File: config.mk
export PLATFORM = sky130hd
export DESIGN_NAME = mux_scan_ctrl_flat
export DESIGN_NICKNAME = d
export VERILOG_FILES = /design/src/rtl/mux_scan_ctrl_if.sv /design/src/rtl/mux_scan_ctrl.sv /design/src/flat_wrapper.sv
export SDC_FILE = /design/constraint.sdc
export NUM_CORES = 1
export LEC_CHECK = 0
export ABC_AREA = 1
export BUFFER_PORTS_ARGS = -buffer_cell sky130_fd_sc_hd__clkbuf_2
export CORE_MARGIN = 2
export CORE_UTILIZATION = 59
export CTS_CLUSTER_DIAMETER = 80
export DETAILED_ROUTE_END_ITERATION = 10
export PLACE_DENSITY = 0.81
export SYNTH_ARGS = -nofsm -noshare
export SYNTH_HDL_FRONTEND = slang
export SYNTH_SLANG_ARGS = --single-unit
File: constraint.sdc
create_clock -name clk -period 4.6 [get_ports clk]
set_clock_uncertainty 0.1 [all_clocks]
set_input_delay 0.46 -clock clk [delete_from_list [all_inputs] [get_ports clk]]
set_output_delay 0.46 -clock clk [all_outputs]
set_load 0.01 [all_outputs]
File: src/rtl/mux_scan_ctrl_if.sv
// Handshake bundle between the scan controller and its user plus the downstream 4:1 mux.
// The controller is the slave side; the bench or system side is the master.
interface mux_scan_ctrl_if;
    logic       start;
    logic       continuous;
    logic [3:0] enable_mask;
    logic       mux_out;
    logic       select0;
    logic       select1;
    logic [3:0] sample;
    logic       valid;
    logic       busy;

    modport master (
        output start,
        output continuous,
        output enable_mask,
        output mux_out,
        input  select0,
        input  select1,
        input  sample,
        input  valid,
        input  busy
    );

    modport slave (
        input  start,
        input  continuous,
        input  enable_mask,
        input  mux_out,
        output select0,
        output select1,
        output sample,
        output valid,
        output busy
    );
endinterface

File: src/rtl/mux_scan_ctrl.sv
// Sequential scan controller for a 4:1 channel mux: dwells on each enabled channel,
// captures the mux output, and publishes the 4-bit sweep result with a one-cycle valid pulse.
module mux_scan_ctrl #(
    parameter int DWELL = 4,
    parameter int CW    = 8
) (
    input  logic               clk,
    input  logic               reset,
    mux_scan_ctrl_if.slave     bus
);

    localparam logic [1:0]    ST_IDLE    = 2'd0;
    localparam logic [1:0]    ST_SCAN    = 2'd1;
    localparam logic [1:0]    ST_DONE    = 2'd2;
    localparam logic [CW-1:0] DWELL_LAST = CW'(DWELL - 1);
    localparam logic [CW-1:0] CNT_ONE    = CW'(1);

    // Returns {found, index} of the lowest set mask bit at or above start_idx.
    function automatic logic [2:0] find_chan(input logic [3:0] mask, input logic [2:0] start_idx);
        logic [2:0] res;
        res = 3'b000;
        for (int i = 3; i >= 0; i--) begin
            if (mask[i] && (i >= int'(start_idx))) begin
                res = {1'b1, 2'(i)};
            end else begin
                res = res;
            end
        end
        return res;
    endfunction

    logic [1:0]    state_q,  state_d;
    logic [CW-1:0] cnt_q,    cnt_d;
    logic [1:0]    chan_q,   chan_d;
    logic [3:0]    shadow_q, shadow_d;
    logic [3:0]    mask_q,   mask_d;
    logic [3:0]    sample_q, sample_d;
    logic          valid_q,  valid_d;
    logic          busy_q,   busy_d;
    logic [1:0]    sel_q,    sel_d;

    logic          launch_s;
    logic          go_done_s;
    logic [2:0]    first_s;
    logic [2:0]    next_s;

    // Next-state logic: sweep sequencing, capture and publication.
    always_comb begin
        state_d   = state_q;
        cnt_d     = cnt_q;
        chan_d    = chan_q;
        shadow_d  = shadow_q;
        mask_d    = mask_q;
        sample_d  = sample_q;
        valid_d   = 1'b0;
        busy_d    = busy_q;
        sel_d     = sel_q;
        launch_s  = 1'b0;
        go_done_s = 1'b0;
        first_s   = find_chan(bus.enable_mask, 3'd0);
        next_s    = find_chan(mask_q, {1'b0, chan_q} + 3'd1);

        case (state_q)
            ST_IDLE: begin
                busy_d = 1'b0;
                sel_d  = 2'b00;
                if (bus.start) begin
                    launch_s = 1'b1;
                end else begin
                    launch_s = 1'b0;
                end
            end
            ST_SCAN: begin
                if (cnt_q == DWELL_LAST) begin
                    shadow_d[chan_q] = bus.mux_out;
                    cnt_d            = '0;
                    if (next_s[2]) begin
                        chan_d = next_s[1:0];
                        sel_d  = next_s[1:0];
                    end else begin
                        go_done_s = 1'b1;
                    end
                end else begin
                    cnt_d = cnt_q + CNT_ONE;
                end
            end
            ST_DONE: begin
                if (bus.continuous) begin
                    launch_s = 1'b1;
                end else begin
                    state_d = ST_IDLE;
                    busy_d  = 1'b0;
                    sel_d   = 2'b00;
                end
            end
            default: begin
                state_d = ST_IDLE;
                busy_d  = 1'b0;
                sel_d   = 2'b00;
            end
        endcase

        // A new sweep starts from a fresh mask latch and an empty shadow.
        if (launch_s) begin
            mask_d   = bus.enable_mask;
            shadow_d = 4'b0000;
            cnt_d    = '0;
            if (first_s[2]) begin
                state_d = ST_SCAN;
                chan_d  = first_s[1:0];
                sel_d   = first_s[1:0];
                busy_d  = 1'b1;
            end else begin
                go_done_s = 1'b1;
            end
        end else begin
            mask_d = mask_d;
        end

        if (go_done_s) begin
            state_d  = ST_DONE;
            sample_d = shadow_d;
            valid_d  = 1'b1;
            busy_d   = 1'b1;
            sel_d    = 2'b00;
            chan_d   = 2'b00;
        end else begin
            sample_d = sample_d;
        end
    end

    // State and output registers with synchronous reset.
    always_ff @(posedge clk) begin
        if (reset) begin
            state_q  <= ST_IDLE;
            cnt_q    <= '0;
            chan_q   <= 2'b00;
            shadow_q <= 4'b0000;
            mask_q   <= 4'b0000;
            sample_q <= 4'b0000;
            valid_q  <= 1'b0;
            busy_q   <= 1'b0;
            sel_q    <= 2'b00;
        end else begin
            state_q  <= state_d;
            cnt_q    <= cnt_d;
            chan_q   <= chan_d;
            shadow_q <= shadow_d;
            mask_q   <= mask_d;
            sample_q <= sample_d;
            valid_q  <= valid_d;
            busy_q   <= busy_d;
            sel_q    <= sel_d;
        end
    end

    assign bus.select0 = sel_q[0];
    assign bus.select1 = sel_q[1];
    assign bus.sample  = sample_q;
    assign bus.valid   = valid_q;
    assign bus.busy    = busy_q;

endmodule

File: src/flat_wrapper.sv
// flat-port wrapper written by rule: the top's interface ports become plain ports
module mux_scan_ctrl_flat 
#(
    parameter int DWELL = 4,
    parameter int CW    = 8
)
  (clk, reset, bus_start, bus_continuous, bus_enable_mask, bus_mux_out, bus_select0, bus_select1, bus_sample, bus_valid, bus_busy);
  mux_scan_ctrl_if bus_i ();
  input  logic clk;
  input  logic reset;
  input wire logic [$bits(bus_i.start)-1:0] bus_start;
  input wire logic [$bits(bus_i.continuous)-1:0] bus_continuous;
  input wire logic [$bits(bus_i.enable_mask)-1:0] bus_enable_mask;
  input wire logic [$bits(bus_i.mux_out)-1:0] bus_mux_out;
  output wire logic [$bits(bus_i.select0)-1:0] bus_select0;
  output wire logic [$bits(bus_i.select1)-1:0] bus_select1;
  output wire logic [$bits(bus_i.sample)-1:0] bus_sample;
  output wire logic [$bits(bus_i.valid)-1:0] bus_valid;
  output wire logic [$bits(bus_i.busy)-1:0] bus_busy;
  assign bus_i.start = bus_start;
  assign bus_i.continuous = bus_continuous;
  assign bus_i.enable_mask = bus_enable_mask;
  assign bus_i.mux_out = bus_mux_out;
  assign bus_select0 = bus_i.select0;
  assign bus_select1 = bus_i.select1;
  assign bus_sample = bus_i.sample;
  assign bus_valid = bus_i.valid;
  assign bus_busy = bus_i.busy;
  mux_scan_ctrl #(.DWELL(DWELL), .CW(CW)) u_core (.clk(clk), .reset(reset), .bus(bus_i));
endmodule
==> run summary <==
Status - complete, no violations
Core area - 2230 sq um
Place WS - 2590 ps
Sequential-to-total area share from yosys stat - 38.2%
Final Max Tran Viols - 0
Post-synthesis cell type count - 33
Post-synth EDFFs - 0
Max_cap viols - 0
Grt ovf - 0
Count leader, synth - nand2_1
Pwr/cell area - 267 nW/um^2
Area Overhead vs Synth - 8.76%
Most frequent cells after synthesis - 41 x nand2_1, 27 x dfxtp_1, 25 x nor2_1, 21 x inv_1, 11 x nand3_1
Peak supply drop - 0.223 mV
Setup slack, reg-to-reg - 2560 ps
Syn_area_per_cell - 7.48 sq um
CP endpoint - u_core.cnt_q[7]
FF-to-FF Start - u_core.state_q[1]
Skew-Pair Late Insertion Delay - 330 ps
Filler Cells Inserted - 197
# hold bufs at CTS - 0
Hold crit path type - in -> reg
Design Area, Final - 1540 sq um
Crit start category - flop
Final worst slack - 2560 ps
Relative max-transition margin - 58.1%
Final Hold Viols - 0
CP max FO - 16
First-pass GRT wire length - 4.70 mm
Largest net degree at the start of global routing - 17
GP Congestion - 0.802
FP Rows - 17
Mapped Cells - 189
Crit. Startpoint - u_core.state_q[1]
Post-CTS Setup Inserts - 0
Syn nets - 203
CP Data Arrival Time - 2220 ps
Vias - 1,240
Routed len/inst - 11.9 microns
Die X - 53.0 microns
Post-synth design cell area - 1410 sq um
Synth area leader - dfxtp_1
Via-to-Cell Ratio - 5.32
Share of layout cells above drive strength 1 - 21.5%
Cells on worst reg2reg path - 9
Leakage - 0.729 nW
Reg2reg end - u_core.cnt_q[7]
Share of the synthesized area in the top cell type - 38.2%
RSZ-0062 raised after global routing - false
Die area - 2800 sq um
Slew @ Worst Pin - 628 ps
CTS tree - built
Inserted Diodes - 0
Initial Util - 63.3%
Clock transition at path regs - 150 ps
PortBufs - 16
Sink Count - 27
GRT Total Usage - 23.0%
Final setup TNS - 0 ps
Number of CTS-inserted buffers - 3
Final setup fails - 0
Drt drc - 0
Critical setup path kind - reg -> reg
Fin crit share - 44.4%
Main synth FF type - dfxtp_1
Bufs on Longest Clock Path - 2
Synth Register Bits - 27
Peak Freq - 490 MHz
Final WL - 2.77 mm
Root Buffer - clkbuf_4
Post-DP HPWL - 2.21 mm
Worst setup EP type - flop
I/O pin total - 17
Post-synth ARST share - 0%
H-tree levels - 1
Largest cells by area after synthesis - dfxtp_1 38%, nand2_1 11%, nor2_1 6.6%
Antenna viol nets, final - 0
Die height - 53.0 microns
Critical Path RT - 4780 ps
Total placed instance area - 1510 sq um
Crit path time final - 2040 ps
Layout Nets - 220
YS warnings - 0
Antenna violations before repair - 0
Post_cts resized - 0
DR pass1 iterations - 4
Number of global-route vias before repair - 1,149
First DRT Iteration DRCs - 15
==> final cells by class <==
type / count / area, sq um / area share [%]
multi-input cells: 135 / 766 / 49.8
flip-flops and latches: 27 / 541 / 35.2
inverters: 23 / 86.3 / 5.61
repair buffers: 16 / 80.1 / 5.21
well taps: 28 / 35.0 / 2.28
clock inverters: 1 / 7.51 / 0.488
clock buffers: 3 / 22.5 / 1.46
==> report_power, final <==
group / total, mW / switching [mW] / internal, mW
Sequential: 0.247 / 0.00612 / 0.241
Clock: 0.105 / 0.0721 / 0.0333
Combinational: 0.0583 / 0.0393 / 0.0190
Total: 0.411 / 0.117 / 0.293
==> worst min-delay path by stage <==
stage | startpoint | end | depth (start not counted)
2_1_floorplan | u_core.cnt_q[7] | u_core.cnt_q[7] | 2
3_3_place_gp | u_core.bus.sample[0] | u_core.bus.sample[0] | 2
3_5_place_dp | u_core.bus.sample[3] | u_core.bus.sample[3] | 2
4_1_cts | bus_enable_mask[2] | u_core.mask_q[2] | 3
5_1_grt | bus_enable_mask[2] | u_core.mask_q[2] | 3
6_report | bus_enable_mask[2] | u_core.mask_q[2] | 3
==> cell families (layout without fill, tap and decap cells) <==
kind of cell	count (synthesis)	after routing	share of synthesized area [%]
compound gates	25	25	11.9
fa+ha+maj	5	5	4.42
buf+inv	27	43	7.61
simple gates	102	102	35.9
flops	27	27	38.2
xor+xnor	3	3	1.86
==> placed cells by master (no fill, tap or decap), types with 2 or more instances in the layout <==
| master | instances |
|---|---|
| nand2_2 | 5 |
| dfxtp_1 | 27 |
| nor2_4 | 2 |
| nand3_2 | 2 |
| inv_1 | 21 |
| o21bai_2 | 4 |
| o21ai_0 | 4 |
| nand2_4 | 3 |
| inv_2 | 2 |
| nor2_1 | 25 |
| nand4_1 | 4 |
| clkbuf_4 | 3 |
| clkbuf_2 | 16 |
| nor3b_1 | 2 |
| ha_1 | 5 |
| o21ai_1 | 4 |
| a21oi_2 | 2 |
| xnor2_1 | 2 |
| a21oi_1 | 7 |
| nor2_2 | 2 |
| nand2_1 | 41 |
| nand3_1 | 11 |
==> flip-flops by register name, indices dropped and copies added (netlist names) <==
signal and flops:
u_core.bus.sample 4, u_core.shadow_q 4, u_core.mask_q 3, u_core.bus.busy 1, u_core.cnt_q 8, u_core.state_q 2
u_core.chan_q 2, u_core.sel_q 2, u_core.bus.valid 1
==> metal layers <==
metal	part of all wire, %	GRT usage (%)	vias up
li1	-	-	630
met1	45	27.1	584
met2	50	39.8	21
met3	4.5	5.65	5
met4	1.2	8.97	0
met5	0	0	-
==> stage by stage <==
| stage | std cells | power [mW] | utilization, % | hold WS, ps |
|---|---|---|---|---|
| after floorplan | 189 | 0.296 | - | 364 |
| after global placement | 229 | 0.307 | 67.5 | 343 |
| after detailed placement | 229 | 0.310 | 67.5 | 348 |
| after CTS | 233 | 0.413 | 68.9 | 276 |
| after global routing | 233 | 0.430 | 68.9 | 287 |
| final | 233 | 0.411 | 68.9 | 277 |
==> critical path: stages (launching register included) <==
cell	delay, ps
dfxtp_1	370
inv_1	90
ha_1	560
nand2_2	150
nor2_4	150
nand2_1	70
nor2_2	100
nand2_1	70
or2_0	210
a21oi_2	120
Power figures use the tool's default switching activity.
